$ cat src/rtl/axi_pkg.sv
`timescale 1ns/1ps
`default_nettype none
// ============================================================================
// Module   : axi_pkg
// Brief    : Shared AXI burst/response types, read-FSM states, LEN helper.
// Revision : 1.0
// ============================================================================
package axi_pkg;

    typedef enum logic [1:0] {
        BURST_FIXED = 2'b00,
        BURST_INCR  = 2'b01,
        BURST_WRAP  = 2'b10
    } burst_t;

    typedef enum logic [1:0] {
        RESP_OKAY   = 2'b00,
        RESP_EXOKAY = 2'b01,
        RESP_SLVERR = 2'b10,
        RESP_DECERR = 2'b11
    } resp_t;

    typedef enum logic [1:0] {
        RD_IDLE  = 2'd0,
        RD_FETCH = 2'd1,
        RD_WAIT  = 2'd2,
        RD_RESP  = 2'd3
    } rd_state_e;

    function automatic int unsigned len_log2(input int unsigned len_bytes);
        int unsigned r;
        r = 0;
        for (int i = 0; i < 31; i++) begin
            if ((32'd1 << i) < len_bytes) r = i + 1;
        end
        return r;
    endfunction

endpackage
`default_nettype wire

$ cat src/rtl/axi_mem_read_if.sv
`timescale 1ns/1ps
`default_nettype none
// ============================================================================
// Module   : axi_mem_read_if
// Brief    : AXI4 AR/R channel bundle with master and slave views.
// Revision : 1.0
// ============================================================================
interface axi_mem_read_if #(
    parameter int ADDR_W = 12,
    parameter int DATA_W = 64,
    parameter int ID_W   = 4
);
    logic [ID_W-1:0]   ARID;
    logic [ADDR_W-1:0] ARADDR;
    logic [7:0]        ARLEN;
    logic [2:0]        ARSIZE;
    logic [1:0]        ARBURST;
    logic              ARVALID;
    logic              ARREADY;
    logic [ID_W-1:0]   RID;
    logic [DATA_W-1:0] RDATA;
    logic [1:0]        RRESP;
    logic              RLAST;
    logic              RVALID;
    logic              RREADY;

    modport master (
        output ARID, ARADDR, ARLEN, ARSIZE, ARBURST, ARVALID, RREADY,
        input  ARREADY, RID, RDATA, RRESP, RLAST, RVALID
    );

    modport slave (
        input  ARID, ARADDR, ARLEN, ARSIZE, ARBURST, ARVALID, RREADY,
        output ARREADY, RID, RDATA, RRESP, RLAST, RVALID
    );
endinterface
`default_nettype wire

$ cat src/rtl/axi_burst_addr.sv
`timescale 1ns/1ps
`default_nettype none
// ============================================================================
// Module   : axi_burst_addr
// Brief    : Combinational next-beat address and end-of-memory overflow flag.
// Revision : 1.0
// ============================================================================
module axi_burst_addr
    import axi_pkg::*;
#(
    parameter int ADDR_W = 12,
    parameter int LEN    = 8
) (
    input  logic [ADDR_W-1:0] addr_i,
    input  logic [1:0]        burst_i,
    input  logic [7:0]        wrap_len_i,
    output logic [ADDR_W-1:0] next_addr_o,
    output logic              ovf_o
);
    localparam int LOG2LEN = len_log2(LEN);

    logic [ADDR_W:0]   w_incr;
    logic [ADDR_W:0]   w_span;
    logic [ADDR_W-1:0] w_wrap_mask;

    assign w_incr      = {1'b0, addr_i} + (ADDR_W+1)'(LEN);
    // A span equal to the whole memory truncates to 0 and the mask becomes all ones.
    assign w_span      = ((ADDR_W+1)'(wrap_len_i) + (ADDR_W+1)'(1)) << LOG2LEN;
    assign w_wrap_mask = w_span[ADDR_W-1:0] - ADDR_W'(1);

    always_comb begin
        next_addr_o = addr_i;
        ovf_o       = 1'b0;
        case (burst_i)
            BURST_INCR: begin
                next_addr_o = w_incr[ADDR_W-1:0];
                ovf_o       = w_incr[ADDR_W];
            end
            BURST_WRAP: begin
                next_addr_o = (addr_i & ~w_wrap_mask) | (w_incr[ADDR_W-1:0] & w_wrap_mask);
            end
            default: ;
        endcase
    end
endmodule
`default_nettype wire

$ cat src/rtl/axi_mem_read.sv
`timescale 1ns/1ps
`default_nettype none
// ============================================================================
// Module   : axi_mem_read
// Brief    : AXI4 read responder for the byte-addressed on-chip memory.
//            Define AXI_RD_WRAP_EN to accept WRAP bursts.
// Revision : 1.0
// ============================================================================
module axi_mem_read
    import axi_pkg::*;
#(
    parameter int ADDR_W = 12,
    parameter int DATA_W = 64,
    parameter int ID_W   = 4
) (
    input  logic              ACLK,
    input  logic              ARESETn,
    axi_mem_read_if.slave     axi,
    output logic              mem_rd_en,
    output logic [ADDR_W-1:0] mem_raddr,
    input  logic [DATA_W-1:0] mem_rdata
);
    localparam int LEN     = DATA_W / 8;
    localparam int LOG2LEN = len_log2(LEN);

    localparam logic [1:0] S_IDLE  = RD_IDLE;
    localparam logic [1:0] S_FETCH = RD_FETCH;
    localparam logic [1:0] S_WAIT  = RD_WAIT;
    localparam logic [1:0] S_RESP  = RD_RESP;

    logic [1:0]        state_q, state_d;
    logic              arready_q;
    logic [ID_W-1:0]   id_q;
    logic [ADDR_W-1:0] addr_q;
    logic [7:0]        cnt_q;
    logic [7:0]        wlen_q;
    logic [1:0]        burst_q;
    logic              berr_q;
    logic              perr_q;
    logic              rvalid_q;
    logic [DATA_W-1:0] rdata_q;
    logic [1:0]        rresp_q;
    logic              rlast_q;

    logic              w_ar_hs;
    logic              w_ar_err;
    logic              w_burst_bad;
    logic              w_beat_err;
    logic [ADDR_W-1:0] w_next;
    logic              w_ovf;

    assign w_ar_hs    = axi.ARVALID && arready_q && (state_q == S_IDLE);
    assign w_beat_err = berr_q || perr_q;

    always_comb begin
        w_burst_bad = 1'b1;
        case (axi.ARBURST)
            BURST_FIXED, BURST_INCR: w_burst_bad = 1'b0;
`ifdef AXI_RD_WRAP_EN
            BURST_WRAP: w_burst_bad = !(axi.ARLEN inside {8'd1, 8'd3, 8'd7, 8'd15});
`else
            BURST_WRAP: w_burst_bad = 1'b1;
`endif
            default:    w_burst_bad = 1'b1;
        endcase
    end

    assign w_ar_err = (axi.ARSIZE != 3'(LOG2LEN)) || w_burst_bad;

    axi_burst_addr #(
        .ADDR_W (ADDR_W),
        .LEN    (LEN)
    ) u_burst_addr (
        .addr_i      (addr_q),
        .burst_i     (burst_q),
        .wrap_len_i  (wlen_q),
        .next_addr_o (w_next),
        .ovf_o       (w_ovf)
    );

    always_comb begin
        state_d = state_q;
        case (state_q)
            S_IDLE:  if (w_ar_hs) state_d = S_FETCH;
            S_FETCH: state_d = S_WAIT;
            S_WAIT:  state_d = S_RESP;
            S_RESP:  if (axi.RREADY) state_d = (cnt_q == 8'd0) ? S_IDLE : S_FETCH;
            default: state_d = S_IDLE;
        endcase
    end

    always_ff @(posedge ACLK) begin
        if (!ARESETn) begin
            state_q   <= S_IDLE;
            arready_q <= 1'b0;
            id_q      <= '0;
            addr_q    <= '0;
            cnt_q     <= '0;
            wlen_q    <= '0;
            burst_q   <= '0;
            berr_q    <= 1'b0;
            perr_q    <= 1'b0;
            rvalid_q  <= 1'b0;
            rdata_q   <= '0;
            rresp_q   <= '0;
            rlast_q   <= 1'b0;
        end else begin
            state_q <= state_d;
            case (state_q)
                S_IDLE: begin
                    if (w_ar_hs) begin
                        arready_q <= 1'b0;
                        id_q      <= axi.ARID;
                        addr_q    <= axi.ARADDR & ~ADDR_W'(LEN - 1);
                        cnt_q     <= axi.ARLEN;
                        wlen_q    <= axi.ARLEN;
                        burst_q   <= axi.ARBURST;
                        berr_q    <= w_ar_err;
                        perr_q    <= 1'b0;
                    end else begin
                        arready_q <= 1'b1;
                    end
                end
                S_WAIT: begin
                    rvalid_q <= 1'b1;
                    rdata_q  <= w_beat_err ? '0 : mem_rdata;
                    rresp_q  <= w_beat_err ? RESP_SLVERR : RESP_OKAY;
                    rlast_q  <= (cnt_q == 8'd0);
                end
                S_RESP: begin
                    if (axi.RREADY) begin
                        rvalid_q <= 1'b0;
                        if (cnt_q != 8'd0) begin
                            cnt_q <= cnt_q - 8'd1;
                            // Past the top of memory the address freezes and the rest of the burst errors.
                            if (w_ovf) perr_q <= 1'b1;
                            else       addr_q <= w_next;
                        end
                    end
                end
                default: ;
            endcase
        end
    end

    assign mem_rd_en   = (state_q == S_FETCH) && !w_beat_err;
    assign mem_raddr   = addr_q;

    assign axi.ARREADY = arready_q;
    assign axi.RID     = id_q;
    assign axi.RDATA   = rdata_q;
    assign axi.RRESP   = rresp_q;
    assign axi.RLAST   = rlast_q;
    assign axi.RVALID  = rvalid_q;
endmodule
`default_nettype wire

$ cat src/flat_wrapper.sv
// flat-port wrapper written by rule: the top's interface ports become plain ports
module axi_mem_read_flat import axi_pkg::*;
#(
    parameter int ADDR_W = 12,
    parameter int DATA_W = 64,
    parameter int ID_W   = 4
)
  (ACLK, ARESETn, mem_rd_en, mem_raddr, mem_rdata, axi_ARID, axi_ARADDR, axi_ARLEN, axi_ARSIZE, axi_ARBURST, axi_ARVALID, axi_RREADY, axi_ARREADY, axi_RID, axi_RDATA, axi_RRESP, axi_RLAST, axi_RVALID);
  axi_mem_read_if #(.ADDR_W(ADDR_W), .DATA_W(DATA_W), .ID_W(ID_W)) axi_i ();
  input  logic ACLK;
  input  logic ARESETn;
  output logic mem_rd_en;
  output logic [ADDR_W-1:0] mem_raddr;
  input  logic [DATA_W-1:0] mem_rdata;
  input wire logic [$bits(axi_i.ARID)-1:0] axi_ARID;
  input wire logic [$bits(axi_i.ARADDR)-1:0] axi_ARADDR;
  input wire logic [$bits(axi_i.ARLEN)-1:0] axi_ARLEN;
  input wire logic [$bits(axi_i.ARSIZE)-1:0] axi_ARSIZE;
  input wire logic [$bits(axi_i.ARBURST)-1:0] axi_ARBURST;
  input wire logic [$bits(axi_i.ARVALID)-1:0] axi_ARVALID;
  input wire logic [$bits(axi_i.RREADY)-1:0] axi_RREADY;
  output wire logic [$bits(axi_i.ARREADY)-1:0] axi_ARREADY;
  output wire logic [$bits(axi_i.RID)-1:0] axi_RID;
  output wire logic [$bits(axi_i.RDATA)-1:0] axi_RDATA;
  output wire logic [$bits(axi_i.RRESP)-1:0] axi_RRESP;
  output wire logic [$bits(axi_i.RLAST)-1:0] axi_RLAST;
  output wire logic [$bits(axi_i.RVALID)-1:0] axi_RVALID;
  assign axi_i.ARID = axi_ARID;
  assign axi_i.ARADDR = axi_ARADDR;
  assign axi_i.ARLEN = axi_ARLEN;
  assign axi_i.ARSIZE = axi_ARSIZE;
  assign axi_i.ARBURST = axi_ARBURST;
  assign axi_i.ARVALID = axi_ARVALID;
  assign axi_i.RREADY = axi_RREADY;
  assign axi_ARREADY = axi_i.ARREADY;
  assign axi_RID = axi_i.RID;
  assign axi_RDATA = axi_i.RDATA;
  assign axi_RRESP = axi_i.RRESP;
  assign axi_RLAST = axi_i.RLAST;
  assign axi_RVALID = axi_i.RVALID;
  axi_mem_read #(.ADDR_W(ADDR_W), .DATA_W(DATA_W), .ID_W(ID_W)) u_core (.ACLK(ACLK), .ARESETn(ARESETn), .axi(axi_i), .mem_rd_en(mem_rd_en), .mem_raddr(mem_raddr), .mem_rdata(mem_rdata));
endmodule
$ cat config.mk
export PLATFORM = sky130hd
export DESIGN_NAME = axi_mem_read_flat
export DESIGN_NICKNAME = d
export VERILOG_FILES = /design/src/rtl/axi_pkg.sv /design/src/rtl/axi_mem_read_if.sv /design/src/rtl/axi_burst_addr.sv /design/src/rtl/axi_mem_read.sv /design/src/flat_wrapper.sv
export SDC_FILE = /design/constraint.sdc
export NUM_CORES = 1
export LEC_CHECK = 0
export ABC_CLOCK_PERIOD_IN_PS = 2700
export BUFFER_PORTS_ARGS = -buffer_cell sky130_fd_sc_hd__buf_2
export CAP_MARGIN = 40
export CORE_AREA = 3 3 103 105
export DETAILED_ROUTE_END_ITERATION = 16
export DIE_AREA = 0 0 106 108
export PLACE_DENSITY = 0.86
export SLEW_MARGIN = 0
export SYNTH_ARGS = -nofsm -noshare
export SYNTH_HDL_FRONTEND = slang
export SYNTH_SLANG_ARGS = --single-unit
$ cat constraint.sdc
create_clock -name ACLK -period 2.7 [get_ports ACLK]
set_input_delay 0.81 -clock ACLK [delete_from_list [all_inputs] [get_ports ACLK]]
set_output_delay 0.81 -clock ACLK [all_outputs]
set_load 0.01 [all_outputs]
==> flow_summary.yaml <==
outcome:
  status: "finished clean"
setup_path:
  ff2ff_path_depth: 7
  cp_common_cell: "o21ai_0"
  startpoint_type: "register"
  crit_path_end_kind: "register"
  reg2reg_from: "u_core.wlen_q[0]"
  worst-setup-path-type: "reg2reg"
  path_cells: "ha_1 > nor2_1 > o21ai_0 > o21ai_0 > xnor2_1 > a311o_1 > o221ai_1"
  critPathLaunch: "u_core.wlen_q[0]"
  regToRegSetupSlack_ns: 0.42
  crit_end: "u_core.mem_raddr[6]"
  cp_slowest_cell: "dfxtp_1"
  crit_path_max_incr_delay_ns: 0.50
  critical-path-top-delay-family: "compound AO/OA/AOI/OAI gates"
  critPathBufInv: 0
  worstPathRequired_ns: 2.93
  rr_endpoint: "u_core.mem_raddr[6]"
  worst-path-stages: 7
  crit_path_max_fanout: 9
  cp_data_arrival_time_ns: 2.52
yosys:
  synthAdderAreaFrac_pct: 2.61
  synth_xor_area_share_pct: 1.83
  synth_area_leaders: "dfxtp_1 43%, a21oi_1 9.8%, nor2b_1 8.6%"
  netlist_area_sq_um: 4790
  synth-edff-count: 0
  syn_area_per_cell_sq_um: 8.04
  synth.distinct_cells: 60
  synth_simple_gate_area_share_pct: 27.3
  yosys.area.top_type: "dfxtp_1"
  synthMuxAreaShare_pct: 1.07
  postSynthCellCount: 596
  ys_seq_elements: 103
  yosysSeqAreaShare_pct: 43.0
  ys_warn_count: 0
  synth_compound_area_share_pct: 19.5
  synth-main-ff-cell: "dfxtp_1"
  synth.top_cell.area_share_pct: 43.0
  synth_top_family_by_area: "simple AND/OR/NAND/NOR gates"
  async_flop_share_pct: 0
clock_tree:
  clk_latency_ns: 0.37
  post_cts_buffers: 0
  clkSlewWorstSetupHoldPaths_ns: 0.10
  cts_buffers: 9
  post_cts_resized: 0
  root_buffer: "clkbuf_8"
  cts.sinks: 103
  cts_hold_buffers: 0
  h-tree-depth: 3
  clockBufferDepth: 2
  cts_tree: "done"
global_routing:
  grt_usage_pct: 23.0
  first_global_vias: 4699
  grt_max_degree: 98
  antenna_found_initial: 0
  grt-ovfl-total: 0
  grt_pass1_wl_microns: 21400
timing:
  min_period_ns: 2.28
  final-setup-viol-count: 0
  fin_skew_ns: 0.00939
  period_share_pct: 84.6
  maxSlewViolCount: 0
  rsz0062_at_grt: "no"
  max_clock_freq_ghz: 0.438
  max_slew_margin_pct: 55.6
  setup_slack_ns: 0.417
  hold_viol: 0
  worst-slew-pin-transition_ns: 0.666
  fin_tns_setup_ns: 0
layout:
  synthToLayoutAreaGrowth_pct: 24.2
  num_antenna_cells: 0
  drive_gt1_share_pct: 29.2
  fin_nets: 862
min_path:
  min_path_type: "reg2reg"
  holdCritStartpoint: "u_core.axi.RID[1]"
drt:
  routedWlPerCell_microns: 14.9
  dr.pass1.iters: 4
  ant_nets: 0
  routed_wl_microns: 13300
  route.detailed.drc: 0
  drt-initial-drc-count: 235
  viasPerCell: 5.37
  dr_total_vias: 4795
power:
  p_int_mw: 2.91
  p_clk_share_pct: 19.9
  sw_frac_of_total_pct: 38.2
  switching_power_mw: 1.80
  leakage_nw: 2.80
  power_frac_comb_pct: 37.3
  powerDensity_nw_per_um2: 790
  power_frac_seq_pct: 42.9
  ir_drop_mv: 0.406
floorplanning:
  ios: 183
  die-area_sq_um: 11400
  start_util_pct: 49.3
  die_x_microns: 106
  dieHeight_microns: 108
  rows: 36
  core_area_sq_um: 9730
place:
  io_buffers: 175
  hpwl_microns: 9730
  gp_congestion: 0.877
  place_ws_ns: 0.431
run:
  drv_cap: 0
-- cell families after synthesis --
| logic type | after synthesis |
|---|---|
| AND/OR/NAND/NOR | 263 |
| flip-flops | 103 |
| multiplexers | 5 |
| buffers and inverters | 50 |
| adder cells (fa/ha/maj) | 10 |
| other | 1 |
| XOR/XNOR | 10 |
| AO/OA/AOI/OAI | 154 |
-- power by group through the flow --
stage / clock network, mW / registers (mW) / logic, mW
final: 0.934 / 2.02 / 1.75
after global routing: 1.03 / 2.05 / 1.97
after CTS: 0.956 / 2.01 / 1.76
after detailed placement: 0 / 2.04 / 1.75
after global placement: 0 / 2.02 / 1.68
after floorplan: 0 / 2.10 / 1.10
-- layout by cell type (no fill, tap or decap), types with 11 or more instances in the layout --
master / netlist / layout
nor2b_1: 66 / 66
nand2_1: 51 / 51
a21oi_1: 94 / 94
buf_2: 4 / 175
nand3_1: 11 / 11
nor2_1: 87 / 87
clkbuf_8: 0 / 11
dfxtp_1: 103 / 103
o21ai_0: 13 / 13
-- sequential cells by signal, indices dropped and copies added (netlist names) --
register,cells
u_core.mem_raddr,9
u_core.burst_q,2
u_core.state_q,2
u_core.axi.RVALID,1
u_core.axi.RLAST,1
u_core.wlen_q,8
u_core.berr_q,1
u_core.axi.RRESP,1
u_core.axi.ARREADY,1
u_core.perr_q,1
u_core.axi.RID,4
u_core.axi.RDATA,64
u_core.cnt_q,8
-- final cells by class --
class | instances | area [sq um]
Tap cell | 133 | 166
Timing Repair Buffer | 186 | 971
Multi-Input combinational cell | 446 | 2530
Clock buffer | 11 | 151
Clock inverter | 5 | 38.8
Inverter | 9 | 33.8
Fill cell | 886 | 3780
Sequential cell | 103 | 2060
-- synth_stat cells, types with 3 or more instances --
cell      count
buf_4         5
xor2_1        4
nand2_1      51
nor2_2        3
inv_1         7
and2_1        3
nor2b_1      66
or3_1         6
a21oi_1      94
mux2i_1       4
a221oi_1      4
ha_1         10
a211oi_1      7
clkbuf_1     29
xnor2_1       6
o21ai_0      13
dfxtp_1     103
nand2b_1      3
o211ai_1      3
nor2_1       87
buf_2         4
nand3_1      11
a31oi_1       6
nor3_1        7
a21oi_2       3
and3_1       10
-- per-stage QoR --
stage | hold WS (ns) | std cells | util [%] | power (mW) | instance area (sq um)
4_1_cts | 0.464 | 893 | 61.2 | 4.73 | 5950
3_5_place_dp | 0.451 | 877 | 59.2 | 3.79 | 5760
6_report | 0.459 | 893 | 61.2 | 4.70 | 5950
2_1_floorplan | 0.453 | 599 | - | 3.20 | 4800
3_3_place_gp | 0.439 | 877 | 59.2 | 3.70 | 5760
5_1_grt | 0.499 | 893 | 61.2 | 5.05 | 5950
-- worst min-delay path: stages, from the launching register on --
cell	delay (ns)
dfxtp_1	0.32
nand2_1	0.05
a21oi_1	0.05
-- worst min-delay path by stage --
stage | slack (ns) | cells after the start | to
6_report | 0.46 | 2 | u_core.axi.RID[1]
5_1_grt | 0.50 | 2 | u_core.axi.RID[2]
4_1_cts | 0.46 | 2 | u_core.axi.RID[1]
3_5_place_dp | 0.45 | 2 | u_core.axi.RID[1]
3_3_place_gp | 0.44 | 2 | u_core.axi.RID[3]
2_1_floorplan | 0.45 | 2 | u_core.burst_q[1]
-- layer usage --
layer	vias up	global-route usage [%]	wire [microns]
met3	36	8.18	1330
met5	-	0	0
met2	205	38.9	6430
li1	2345	-	-
met4	0	11.2	384
met1	2209	25.8	5200
Note: power is estimated with default switching activity, not from simulation.
